File: config.mk
export PLATFORM = sky130hd
export DESIGN_NAME = imem_loader
export DESIGN_NICKNAME = d
export VERILOG_FILES = /design/src/rtl/mips32_pkg.sv /design/src/rtl/byte_word_asm.sv /design/src/rtl/imem_loader.sv
export SDC_FILE = /design/constraint.sdc
export NUM_CORES = 1
export LEC_CHECK = 0
export CORE_UTILIZATION = 59
export CTS_CLUSTER_DIAMETER = 40
export DETAILED_ROUTE_END_ITERATION = 10
export PLACE_DENSITY = 0.78
export SLEW_MARGIN = 20
export SYNTH_ARGS = -nofsm -noshare
export SYNTH_HDL_FRONTEND = slang
export SYNTH_SLANG_ARGS = --single-unit
File: constraint.sdc
create_clock -name clk_x -period 5 [get_ports clk_x]
set_clock_uncertainty 0.1 [all_clocks]
set_input_delay 1 -clock clk_x [delete_from_list [all_inputs] [get_ports clk_x]]
set_output_delay 1 -clock clk_x [all_outputs]
set_load 0.02 [all_outputs]
File: src/rtl/mips32_pkg.sv
// Shared constants for the instruction-memory loader: address width, loader states,
// and frame layout.
package mips32_pkg;

   localparam int unsigned DEF_ADDR_W = 10;
   localparam int unsigned WORD_BYTES = 4;

   // A frame is START and COUNT, then the payload, then CHECKSUM.
   localparam int unsigned HDR_WORDS = 2;
   localparam int unsigned TRL_WORDS = 1;

   typedef logic [2:0] loader_state_t;

   localparam loader_state_t ST_IDLE  = 3'd0;
   localparam loader_state_t ST_ADDR  = 3'd1;
   localparam loader_state_t ST_COUNT = 3'd2;
   localparam loader_state_t ST_DATA  = 3'd3;
   localparam loader_state_t ST_CHECK = 3'd4;
   localparam loader_state_t ST_DONE  = 3'd5;
   localparam loader_state_t ST_ERROR = 3'd6;

endpackage

File: src/rtl/byte_word_asm.sv
// Packs accepted bytes big-endian into 32-bit words; word_valid pulses during the
// cycle that carries the 4th byte, so word is valid combinationally with it.
module byte_word_asm (
   input  logic        clk,
   input  logic        clr,
   input  logic [7:0]  rx_byte,
   input  logic        take,
   output logic [31:0] word,
   output logic        word_valid
);

   logic [1:0]  cnt_q;
   logic [23:0] sh_q;

   always_ff @(posedge clk) begin
      if (clr) begin
         cnt_q <= 2'd0;
         sh_q  <= 24'd0;
      end else if (take) begin
         cnt_q <= cnt_q + 2'd1;
         sh_q  <= {sh_q[15:0], rx_byte};
      end
   end

   assign word       = {sh_q, rx_byte};
   assign word_valid = take && (cnt_q == 2'd3);

endmodule

File: src/rtl/imem_loader.sv
// Receives a START/COUNT/data/CHECKSUM byte frame and writes it into instruction
// memory, keeping the core held until the image has been verified.
module imem_loader
   import mips32_pkg::*;
#(
   parameter int unsigned ADDR_W = DEF_ADDR_W,
   parameter int unsigned DATA_W = 32
) (
   input  logic              clk_x,
   input  logic              rst_n,
   input  logic [7:0]        rx_data,
   input  logic              rx_valid,
   output logic              rx_ready,
   output logic              mem_we,
   output logic [ADDR_W-1:0] mem_addr,
   output logic [DATA_W-1:0] mem_wdata,
   output logic              cpu_hold,
   output logic              load_done,
   output logic              load_err,
   output logic [ADDR_W:0]   words_loaded
);

   localparam logic [32:0] LIMIT = 33'(1) << ADDR_W;

   loader_state_t     state_q, state_d;
   logic [ADDR_W-1:0] base_q, base_d;
   logic [ADDR_W:0]   count_q, count_d;
   logic [ADDR_W:0]   wl_q, wl_d;
   logic [31:0]       csum_q, csum_d;
   logic              rdy_q, rdy_d;
   logic              we_q, we_d;
   logic [ADDR_W-1:0] addr_q, addr_d;
   logic [DATA_W-1:0] wdata_q, wdata_d;

   logic        take;
   logic [31:0] word;
   logic        word_valid;
   logic [32:0] end_addr;

   assign take = rx_valid && rdy_q;

   byte_word_asm u_asm (
      .clk        (clk_x),
      .clr        (!rst_n),
      .rx_byte    (rx_data),
      .take       (take),
      .word       (word),
      .word_valid (word_valid)
   );

   // Unwrapped end address so an image running past the top of memory is caught.
   assign end_addr = {1'b0, word} + 33'(base_q);

   always_comb begin
      state_d = state_q;
      base_d  = base_q;
      count_d = count_q;
      wl_d    = wl_q;
      csum_d  = csum_q;
      we_d    = 1'b0;
      addr_d  = addr_q;
      wdata_d = wdata_q;
      unique case (state_q)
         ST_IDLE: begin
            if (take) state_d = ST_ADDR;
         end
         ST_ADDR: begin
            if (word_valid) begin
               if (|word[31:ADDR_W]) begin
                  state_d = ST_ERROR;
               end else begin
                  base_d  = word[ADDR_W-1:0];
                  state_d = ST_COUNT;
               end
            end
         end
         ST_COUNT: begin
            if (word_valid) begin
               if (end_addr > LIMIT) begin
                  state_d = ST_ERROR;
               end else begin
                  count_d = word[ADDR_W:0];
                  state_d = (word == 32'd0) ? ST_CHECK : ST_DATA;
               end
            end
         end
         ST_DATA: begin
            if (word_valid) begin
               we_d    = 1'b1;
               addr_d  = base_q + wl_q[ADDR_W-1:0];
               wdata_d = word;
               wl_d    = wl_q + 1'b1;
               csum_d  = csum_q + word;
               if (wl_d == count_q) state_d = ST_CHECK;
            end
         end
         ST_CHECK: begin
            if (word_valid) state_d = (word == csum_q) ? ST_DONE : ST_ERROR;
         end
         default: ;
      endcase
      rdy_d = (state_d != ST_DONE) && (state_d != ST_ERROR);
   end

   always_ff @(posedge clk_x) begin
      if (!rst_n) begin
         state_q <= ST_IDLE;
         base_q  <= '0;
         count_q <= '0;
         wl_q    <= '0;
         csum_q  <= 32'd0;
         rdy_q   <= 1'b0;
         we_q    <= 1'b0;
         addr_q  <= '0;
         wdata_q <= '0;
      end else begin
         state_q <= state_d;
         base_q  <= base_d;
         count_q <= count_d;
         wl_q    <= wl_d;
         csum_q  <= csum_d;
         rdy_q   <= rdy_d;
         we_q    <= we_d;
         addr_q  <= addr_d;
         wdata_q <= wdata_d;
      end
   end

   assign rx_ready     = rdy_q;
   assign mem_we       = we_q;
   assign mem_addr     = addr_q;
   assign mem_wdata    = wdata_q;
   assign words_loaded = wl_q;
   assign cpu_hold     = (state_q != ST_DONE);
   assign load_done    = (state_q == ST_DONE);
   assign load_err     = (state_q == ST_ERROR);

endmodule

# After elaboration in Yosys (flattened, before gate mapping)
# Cells that the tools add are included.
[classes]
add_sub_neg = 5
mul = 0
div_mod_pow = 0
n_lt_le_gt_ge = 1
n_eq_ne = 12
n_shift = 0
mux = 12
bitwise_logic = 2
n_reduce_logical = 10
[ops]
columns = ["cell", "count"]
rows = [
  ["32-bit by 10-bit adder with 33-bit output", 1],
  ["33-bit by 11-bit > comparator with 1-bit output, second input constant", 1],
  ["32-bit adder", 1],
  ["32-bit equality test", 1],
  ["32-bit logical NOT", 1],
  ["3-bit 2-to-1 mux", 9],
  ["22-bit OR reduction", 1],
  ["3-bit case mux with 5 select lines", 1],
  ["11-bit by 1-bit adder with 11-bit output, second input constant", 1],
  ["11-bit equality test", 1],
  ["10-bit adder", 1],
  ["3-bit equality test, second input constant", 3],
  ["3-bit inequality test, second input constant", 3],
  ["3-bit by 2-bit equality test with 1-bit output, second input constant", 2],
  ["3-bit AND reduction", 2],
  ["2-bit AND reduction", 2],
  ["3-bit by 1-bit equality test with 1-bit output, second input constant", 1],
  ["1-bit logical AND", 3],
  ["3-bit logical NOT", 1],
  ["2-bit by 1-bit adder with 2-bit output, second input constant", 1],
  ["2-bit equality test, second input constant", 1],
  ["2-bit 2-to-1 mux", 1],
  ["1-bit NOT", 2],
  ["1-bit 2-to-1 mux", 1],
]
[totals]
reg_bits = 137
latch_bits = 0
mem_bits_rw = 0
romBits = 0
inputBits = 11
wordCells = 53
n_memories = 0

# Depth between registers and ports, before layout
# Gate-level depths: netlist (run 1).
[depth]
depth_word = 7
ltp_mapped = 13

# Cells and area by module
# Synthesis (run 1) repeated with hierarchy kept, for this count alone.
[unflattened]
hier_cells = 1074
area_unflattened_um2 = 8514.4
[by_module_without_submodules]
columns = ["module", "instances", "cells_each", "area_per_inst_um2", "seq_area_each_um2"]
rows = [
  ["imem_loader", 1, 980, 7490.9, 2222.1],
  ["byte_word_asm", 1, 94, 1023.5, 520.5],
]

# Worst setup path before layout (run 1)
# OpenSTA, ideal clock, no wires.
[synth_path]
path_kind = "input to register"
start = "in rx_data[0]"
end = "reg count_q[0]"
arrival_ns = 3.709
slack_ns = 1.063
cell_stages = 13
cell_sequence = "ha_1 > fa_1 > a211oi_2 > nor2_1 > or2_1 > a2111oi_2 > nand4_1 > o21ai_1 > nand3_2 > nor4_4 > buf_6 > mux2i_1 > nor2_1"
[synth_between]
elab_chain_len = 4
[synth_lines]
columns = ["element", "line", "source"]
rows = [
  ["start, declared", "imem_loader.sv:11", "input logic [7:0] rx_data,"],
  ["32-bit by 10-bit adder with 33-bit output", "imem_loader.sv:52", "assign end_addr = {1'b0, word} + 33'(base_q);"],
  ["33-bit by 11-bit > comparator with 1-bit output", "imem_loader.sv:79", "if (end_addr > LIMIT) begin"],
  ["1-bit NOT (no line)", "--", ""],
  ["3-bit AND reduction (no line)", "--", ""],
  ["end signal, assigned", "imem_loader.sv:119", "count_q <= count_d;"],
  ["end, declared", "imem_loader.sv:27", "logic [ADDR_W:0] count_q, count_d;"],
]
# Several ways; a longest one is shown, not always the timed one.
# A chain may end at the register's enable or synchronous reset.

# Worst setup path after layout (run 1)
[layout_path]
start = "in rx_data[0]"
end = "reg count_q[9]"
[layout_between]
elab_chain_len = 4
[layout_lines]
columns = ["element", "line"]
rows = [
  ["32-bit by 10-bit adder with 33-bit output", "imem_loader.sv:52"],
  ["33-bit by 11-bit > comparator with 1-bit output", "imem_loader.sv:79"],
  ["1-bit NOT (no line)", "--"],
  ["3-bit AND reduction (no line)", "--"],
]
# No other way between the ends.

==> results of run 1 <==
where the power goes:
part,switching [mW],internal (mW),leakage [nW]
Clock,0.458,0.782,0.290
Sequential,0.0170,1.10,1.10
Combinational,0.0889,0.0513,2.29
placed cells by master, fill, tap and decap left out, types with 23 or more instances in the layout:
| cell type | n |
|---|---|
| dfxtp_1 | 137 |
| o21ai_0 | 40 |
| xnor2_1 | 39 |
| nand3_1 | 24 |
| a21oi_1 | 137 |
| nand2_1 | 215 |
| clkdlybuf4s50_1 | 68 |
| nor2_1 | 90 |
| ha_1 | 52 |
| mux2i_1 | 28 |
| nor3_1 | 28 |
| xor2_1 | 23 |
metal layers:
metal  GRT usage [%]  vias up
met5               0        -
met4            10.7        0
met3            7.33       33
met2            49.8      283
met1            45.0     3763
li1                -     3911
cell families (layout without fill, tap and decap cells):
kind of cell / Yosys count / count (layout) / share of synthesized area, %
AO/OA/AOI/OAI: 275 / 275 / 20.0
XOR/XNOR: 62 / 62 / 6.49
adder cells (fa/ha/maj): 55 / 55 / 8.50
buffers and inverters: 87 / 139 / 4.25
flip-flops: 137 / 137 / 32.8
multiplexers: 31 / 31 / 3.76
AND/OR/NAND/NOR: 447 / 447 / 24.2
final timing paths:
check,endpoint,start,cells after the start
max,count_q[9],rx_data[0],14
max reg2reg,count_q[9],base_q[0],13
min,mem_wdata[22],mem_wdata[22],2
min reg2reg,mem_wdata[22],mem_wdata[22],2
worst max-delay path: stages:
cell and delay, ns:
clkdlybuf4s50_1 0.42, ha_1 0.24, fa_1 0.45, a211oi_2 0.31
o211ai_2 0.17, a41o_1 0.28, a21oi_1 0.13, o21ai_0 0.11
nor4_1 0.28, o2111ai_1 0.28, nor4_4 0.20, buf_4 0.27
mux2i_1 0.23, nor2_1 0.06
layout make-up:
type                    instances  area share (%)
clock buffers                  24            5.05
clock inverters                 8           0.951
repair buffers                 87            8.45
inverters                      20           0.797
well taps                     180            2.31
flip-flops and latches        137            28.2
multi-input cells             870            54.3
flip-flops by register name, indices dropped and copies added, names as in the netlist, 2 cells and up:
register and count:
base_q 10, count_q 11, csum_q 32, mem_addr 10, mem_wdata 32, state_q 3
u_asm.cnt_q 2, u_asm.sh_q 24, words_loaded 11
metrics by stage:
step | hold WS, ns | cell area, um^2 | worst slack, ns | instances
after floorplan | 0.336 | 8360 | 1.06 | 1094
after CTS | 0.353 | 9740 | 0.793 | 1326
after detailed placement | 0.345 | 9150 | 0.396 | 1294
after global placement | 0.339 | 9150 | 0.432 | 1294
final | 0.351 | 9740 | 0.776 | 1326
after global routing | 0.370 | 9740 | 0.395 | 1326
==> flow_metrics.py, run 1 <==
metrics = {
    "status": {
        "status": "finished, final reports clean",
    },
    "final_layout": {
        "seq_area_um2": 2740,
        "areaGrowthSynthToFinish_pct": 16.4,
        "diodes": 0,
        "multi_input_area_um2": 5290,
        "num-fill-cells": 1111,
        "final_util_pct": 70.4,
        "drive_gt1_share_pct": 6.46,
        "nets": 1199,
    },
    "routing": {
        "wl_met1_mm": 10.4,
        "antenna_left": 0,
        "top_layer_used": "met4",
        "drt-total-wl_mm": 22.8,
        "initialDrtViolationCount": 683,
        "dr_wl_met3_mm": 1.70,
        "vias": 7990,
        "first_pass_iters": 5,
        "wl_per_cell_um": 17.2,
        "route.met2.wl_mm": 10.2,
        "drc": 0,
        "via_per_inst": 6.03,
    },
    "clock_network": {
        "cts_hold_buf": 0,
        "clk_pin_slew_worst_paths_ns": 0.06,
        "cts_setup_buffers": 0,
        "cts_root_buffer": "clkbuf_16",
        "cts_inserted_buffers": 17,
        "htree_levels": 4,
        "ctsResizeCount": 0,
        "clk_latency_ns": 0.42,
        "cts_tree": "done",
        "clock_sinks": 137,
        "ctsLongestPathBuffers": 2,
    },
    "yosys": {
        "synth_enable_flop_cells": 0,
        "yosys_warnings": 0,
        "syn_avg_cell_area_um2": 7.64,
        "netlist_instances": 1094,
        "synth_top_area_cell": "dfxtp_1",
        "synthesis.area_um2": 8360,
        "synth_area_leaders": "dfxtp_1, nand2_1, a21oi_1, ha_1, xnor2_1",
        "synth.distinct_cells": 68,
        "synthTopCellsByCount": "nand2_1, a21oi_1, dfxtp_1",
        "synth_most_common_cell": "nand2_1",
        "synth_flop_cell": "dfxtp_1",
        "ys_ff_latch": 137,
        "synth.top_cell.area_share_pct": 32.8,
        "syn-num-nets": 1160,
        "seq_area_frac_synth_pct": 32.8,
        "async_flop_share_pct": 0,
    },
    "flow_run": {
        "cap_violations": 0,
    },
    "timing": {
        "tns_ns": 0,
        "period_needed_ns": 4.22,
        "setup_viol": 0,
        "rsz0062_at_grt": "no",
        "slew-limit-headroom_pct": 47.6,
        "drv_slew": 0,
        "tightest_slew_ns": 0.786,
        "finalHoldViolCount": 0,
        "max_freq_mhz": 237,
        "fin_crit_sh_pct": 84.5,
    },
    "setup_path": {
        "end_kind": "flop",
        "ff2ff_setup_slack_ns": 1.37,
        "cp_max_fo": 11,
        "arrival_ns": 4.42,
        "cp.required_ns": 5.20,
        "startpoint_type": "input port",
        "crit_type": "in -> reg",
    },
    "floorplan": {
        "die_w_um": 121,
        "dieArea_um2": 14700,
        "die_y_um": 121,
        "ios": 69,
        "core_um2": 13800,
        "start_util_pct": 60.5,
        "rows": 43,
    },
    "power_and_ir_drop": {
        "ir_worst_vdd_v": 0.000218,
        "total_leakage_power_nw": 3.68,
        "pwr_density_cell_nw_per_um2": 256,
        "power.total_mw": 2.50,
    },
    "worst_hold_path": {
        "hold_path_class": "reg -> reg",
    },
    "global_route": {
        "grt_pass1_wl_mm": 37.3,
        "track_usage_pct": 32.5,
        "grt_max_degree": 75,
        "grt-ovfl-total": 0,
        "antenna_found_initial": 0,
        "first_global_vias": 7334,
    },
    "place": {
        "gp_congestion": 0.942,
        "port_buffers": 68,
        "dpl.hpwl_mm": 16.2,
    },
}
(Power assumes the default switching activity.)
==> run 2, diff against run 1 <==
CORE_UTILIZATION = 53   (was 59)
PLACE_DENSITY = 0.74   (was 0.78)
clock period = 3.4 ns   (was 5 ns; I/O delays follow)
==> run 2 against run 1 <==
The flow now finishes with violations (setup timing). Core utilization is 0.46 points higher. Power is 47% higher. Cell area increased by 11%. Critical endpoint is now count_q[8].
==> flow_metrics.py, run 2 (synthesis results as in run 1) <==
metrics = {
    "status": {
        "status": "complete, but fails checks",
        "violations": "setup timing",
    },
    "final_layout": {
        "nets": 1303,
        "multi_input_area_um2": 5550,
        "seq_area_um2": 2750,
        "layout_commonest_cell": "nand2_1",
        "num-fill-cells": 1274,
        "drive_gt1_share_pct": 17.6,
        "final_cell_mix": "nand2_1, dfxtp_1, a21oi_1, buf_4, nor2_1",
        "areaGrowthSynthToFinish_pct": 29.8,
        "finalInstanceArea_um2": 10900,
        "final_util_pct": 70.9,
    },
    "power_and_ir_drop": {
        "swShare_pct": 25.9,
        "total_leakage_power_nw": 4.22,
        "power_frac_clock_pct": 47.4,
        "ir_worst_vdd_v": 0.000390,
        "p_int_mw": 2.71,
        "p_sw_uw": 947,
        "seq_power_share_pct": 44.6,
        "pwr_density_cell_nw_per_um2": 337,
        "power_frac_comb_pct": 7.9,
    },
    "place": {
        "port_buffers": 68,
        "dp_slack_ns": -0.850,
        "gp_congestion": 0.955,
        "post_dp_cell_area_um2": 9980,
        "dpl.hpwl_mm": 18.1,
    },
    "global_route": {
        "grt-ovfl-total": 0,
        "first_global_vias": 7642,
        "antenna_found_initial": 1,
        "track_usage_pct": 31.8,
        "grt_pass1_wl_mm": 40.2,
        "grt_max_degree": 86,
    },
    "setup_path": {
        "cp.required_ns": 3.60,
        "end_kind": "flop",
        "crit_slowest_cell": "nor4_4",
        "startpoint_type": "flop",
        "arrival_ns": 3.68,
        "crit_path_max_incr_delay_ns": 0.44,
        "path_buf_inv": 2,
        "cp_max_fo": 5,
        "ff2ff_setup_slack_ns": -0.08,
        "critPathTopFamily": "compound AO/OA/AOI/OAI gates",
        "crit_chain": "ha_4 > fa_2 > a211oi_2 > buf_4 > o211ai_4 > a41o_1 > a21oi_2 > o21ai_2 > nor4_2 > o2111ai_2 > nor4_4 > clkbuf_16 > mux2i_1 > nor2_1",
        "crit_type": "reg -> reg",
    },
    "floorplan": {
        "dieArea_um2": 16300,
        "die_y_um": 128,
        "rows": 45,
        "ios": 69,
        "die_w_um": 128,
        "core_um2": 15300,
        "start_util_pct": 54.6,
    },
    "clock_network": {
        "ctsLongestPathBuffers": 2,
        "clock_sinks": 137,
        "cts_root_buffer": "clkbuf_16",
        "cts_inserted_buffers": 17,
        "cts_tree": "done",
        "clk_latency_ns": 0.43,
        "htree_levels": 4,
        "clk_pin_slew_worst_paths_ns": 0.06,
        "cts_hold_buf": 0,
    },
    "routing": {
        "drc": 0,
        "initialDrtViolationCount": 726,
        "wl_per_cell_um": 17.5,
        "vias": 8424,
        "via_per_inst": 5.76,
        "antenna_left": 0,
        "drt-total-wl_mm": 25.5,
        "first_pass_iters": 6,
    },
    "timing": {
        "rsz0062_at_grt": "yes",
        "slew-limit-headroom_pct": 34.5,
        "fin_crit_sh_pct": 102,
        "setup_viol": 11,
        "drv_slew": 0,
        "tightest_slew_ns": 0.979,
        "finalHoldViolCount": 0,
        "finalWorstSetupSlack_ns": -0.0752,
        "max_freq_mhz": 288,
        "period_needed_ns": 3.48,
    },
    "worst_hold_path": {
        "hold_path_class": "reg -> reg",
    },
    "flow_run": {
        "cap_violations": 0,
    },
}
[run 2: stage by stage]
step / hold WS [ns] / total power, mW / cells / TNS (ns)
6_report: 0.352 / 3.66 / 1462 / -0.368
4_1_cts: 0.354 / 3.65 / 1458 / -0.289
2_1_floorplan: 0.336 / 1.80 / 1094 / -0.946
5_1_grt: 0.368 / 3.76 / 1461 / -1.80
3_5_place_dp: 0.348 / 1.93 / 1421 / -19.83
3_3_place_gp: 0.340 / 1.93 / 1421 / -18.32
[run 2: final timing paths]
check        cells after the start          start            end
max reg2reg                     14      base_q[0]     count_q[8]
max                             14      base_q[0]     count_q[8]
min reg2reg                      2  mem_wdata[30]  mem_wdata[30]
min                              2  mem_wdata[30]  mem_wdata[30]
[run 2: cell type report]
cell class	count	area share, %
well taps	211	2.43
clock buffers	19	4.17
diodes	1	0.0230
flip-flops and latches	137	25.3
clock inverters	13	0.887
multi-input cells	870	51.1
inverters	20	0.715
repair buffers	191	15.3
[run 2: power by group through the flow]
stage / registers, mW / logic, mW / clock network [mW]
floorplan: 1.66 / 0.146 / 0
CTS: 1.63 / 0.276 / 1.75
global route: 1.63 / 0.313 / 1.82
detailed placement: 1.67 / 0.265 / 0
finish: 1.63 / 0.290 / 1.73
global placement: 1.67 / 0.264 / 0
[run 2: worst register-to-register path, stage by stage, from the launching register on]
cell	delay [ns]
dfxtp_4	0.36
ha_4	0.16
fa_2	0.36
a211oi_2	0.26
buf_4	0.17
o211ai_4	0.10
a41o_1	0.27
a21oi_2	0.14
o21ai_2	0.06
nor4_2	0.24
o2111ai_2	0.20
nor4_4	0.44
clkbuf_16	0.23
mux2i_1	0.20
nor2_1	0.06
[run 2: per-layer routing]
metal / vias up / share of wire [%] / GRT usage, %
li1: 4124 / - / -
met2: 300 / 44 / 49.0
met3: 32 / 8.0 / 6.87
met1: 3968 / 46 / 44.7
met4: 0 / 1.7 / 9.20
met5: - / 0 / 0
[run 2: what timing repair did]
item,in CTS,in global routing
pin swaps,22,15
gates cloned,1,0
buffers inserted,4,3
endpoints found under the setup margin,27,18
endpoints found under the hold margin,0,0
resized for setup,40,28
==> run 3, diff against run 2 <==
clock period = 2.9 ns   (was 3.4 ns; I/O delays follow)
==> run 3 against run 2 <==
The flow still finishes with violations (setup timing). Critical path depth is 1 lower. Global-route usage is 3.2 points higher. Sequential power increased by 17%. Power is 30% higher. Wire length up 12%. Register-to-register slack got worse by 0.45 ns.
==> flow_metrics.py, run 3 (synthesis results as in run 1) <==
metrics = {
    "global_route": {
        "grt_max_degree": 43,
        "grt-ovfl-total": 0,
        "track_usage_pct": 35.0,
        "grt_pass1_wl_mm": 44.2,
        "first_global_vias": 8494,
        "antenna_found_initial": 1,
    },
    "timing": {
        "fin_crit_sh_pct": 118,
        "period_needed_ns": 3.42,
        "rsz0062_at_grt": "yes",
        "finalWorstSetupSlack_ns": -0.521,
        "tightest_slew_ns": 0.501,
        "setup_viol": 16,
        "max_freq_mhz": 292,
        "slew-limit-headroom_pct": 66.6,
        "drv_slew": 0,
        "finalHoldViolCount": 0,
        "tns_ns": -6.21,
    },
    "final_layout": {
        "areaGrowthSynthToFinish_pct": 43.6,
        "finalInstanceArea_um2": 12000,
        "final_cell_mix": "nand2_1, buf_4, dfxtp_1, a21oi_1, nor2_1",
        "drive_gt1_share_pct": 26.4,
        "nets": 1385,
        "layoutNonFillerInstCount": 1544,
        "multi_input_area_um2": 5900,
        "seq_area_um2": 2750,
        "num-fill-cells": 1084,
        "layout_commonest_cell": "nand2_1",
    },
    "clock_network": {
        "clk_pin_slew_worst_paths_ns": 0.06,
        "clk_latency_ns": 0.44,
        "cts_hold_buf": 0,
        "cts_root_buffer": "clkbuf_16",
        "htree_levels": 4,
        "ctsLongestPathBuffers": 2,
        "cts_tree": "done",
        "cts_inserted_buffers": 17,
        "clock_sinks": 137,
    },
    "setup_path": {
        "crit_start": "base_q[0]",
        "timing.rr.start": "base_q[0]",
        "timing.rr.end": "count_q[2]",
        "crit_type": "reg -> reg",
        "arrival_ns": 3.64,
        "crit_chain": "ha_4 > fa_2 > a211oi_4 > nor2_2 > or2_1 > a2111oi_4 > nand4_1 > o21ai_2 > nand3_2 > nor4_4 > buf_4 > mux2i_2 > nor2_1",
        "worstSetupEndpoint": "count_q[2]",
        "cp.required_ns": 3.12,
        "r2r_cells": 13,
        "startpoint_type": "flop",
        "crit_slowest_cell": "fa_2",
        "crit_path_max_incr_delay_ns": 0.38,
        "ff2ff_setup_slack_ns": -0.52,
        "end_kind": "flop",
        "cp_max_fo": 6,
    },
    "floorplan": {
        "die_y_um": 128,
        "die_w_um": 128,
        "start_util_pct": 54.6,
        "rows": 45,
        "core_um2": 15300,
        "ios": 69,
        "dieArea_um2": 16300,
    },
    "place": {
        "dp.cells": 1482,
        "dp_slack_ns": -1.24,
        "post_dp_cell_area_um2": 10500,
        "gp_congestion": 0.982,
        "port_buffers": 68,
        "dpl.hpwl_mm": 19.2,
    },
    "power_and_ir_drop": {
        "pwr_density_cell_nw_per_um2": 397,
        "ir_worst_vdd_v": 0.000419,
        "total_leakage_power_nw": 4.75,
    },
    "routing": {
        "drc": 0,
        "vias": 9079,
        "drt-total-wl_mm": 28.6,
        "via_per_inst": 5.88,
        "initialDrtViolationCount": 823,
        "first_pass_iters": 5,
        "wl_per_cell_um": 18.5,
        "antenna_left": 0,
    },
    "flow_run": {
        "cap_violations": 0,
    },
    "status": {
        "violations": "setup timing",
        "status": "complete, but fails checks",
    },
    "worst_hold_path": {
        "hold_path_class": "reg -> reg",
        "worstHoldStart": "mem_addr[8]",
    },
}
==> run 3: cell count changes in the layout (fill, tap and decap cells not counted), moves of 4 or more <==
cell,before,now
buf_4,118,183
buf_6,1,16
ha_1,45,34
a21oi_1,131,123
dfxtp_2,0,7
dfxtp_1,136,130
ha_4,7,13
a21oi_4,0,5
bufinv_16,0,5
ha_2,0,5
clkinvlp_4,5,1
dlygate4sd2_1,4,0
==> run 3: how the worst min path moves through the flow <==
stage / to / depth (start not counted) / slack, ns
final: mem_addr[8] / 2 / 0.35
after floorplan: csum_q[7] / 2 / 0.34
after detailed placement: mem_addr[8] / 2 / 0.34
after global routing: csum_q[23] / 2 / 0.37
after global placement: mem_addr[8] / 2 / 0.34
after CTS: mem_addr[8] / 2 / 0.35
==> run 3: report_power, final <==
group / internal (mW) / switching, mW / total (mW) / leakage (nW)
registers: 1.89 / 0.0176 / 1.91 / 1.11
logic: 0.179 / 0.227 / 0.405 / 3.33
clock network: 1.57 / 0.873 / 2.45 / 0.317
==> run 3: worst max-delay path, delay by kind of cell (launching register included) <==
| family | cells | cell delay (ns) |
|---|---|---|
| and+or+nand+nor | 6 | 1.06 |
| buffers and inverters | 1 | 0.24 |
| muxes | 1 | 0.25 |
| DFF | 1 | 0.33 |
| adders and majority gates | 2 | 0.54 |
| AOI/OAI and AO/OA | 3 | 0.78 |
==> run 3: layout make-up <==
cell class,instances,share of cell area [%]
multi-input combinational,870,49.1
sequential,137,22.9
timing repair buffer,273,19.7
clock buffer,21,3.84
tap,211,2.20
clock inverter,11,1.62
inverter,20,0.646
antenna,1,0.0208
==> run 3: per-stage QoR <==
stage,util [%],hold slack [ns],power (mW)
2_1_floorplan,-,0.336,2.11
3_3_place_gp,68.9,0.339,2.28
3_5_place_dp,68.9,0.344,2.28
4_1_cts,77.0,0.352,4.74
5_1_grt,78.4,0.370,4.89
6_report,78.4,0.349,4.76
==> run 3: repair_timing <==
item,in CTS,in global routing
buffers inserted,14,16
gates resized for setup,109,50
pin swaps,45,40
cloned,1,0
setup endpoints to repair,34,27
==> run 3: routing by layer <==
layer / up-vias / part of all wire (%) / GRT usage, % / wire (um)
li1: 4291 / - / - / -
met1: 4276 / 43 / 47.7 / 12400
met2: 436 / 45 / 53.9 / 12800
met3: 76 / 8.8 / 8.29 / 2530
met4: 0 / 2.9 / 12.8 / 820
met5: - / 0 / 0 / 0
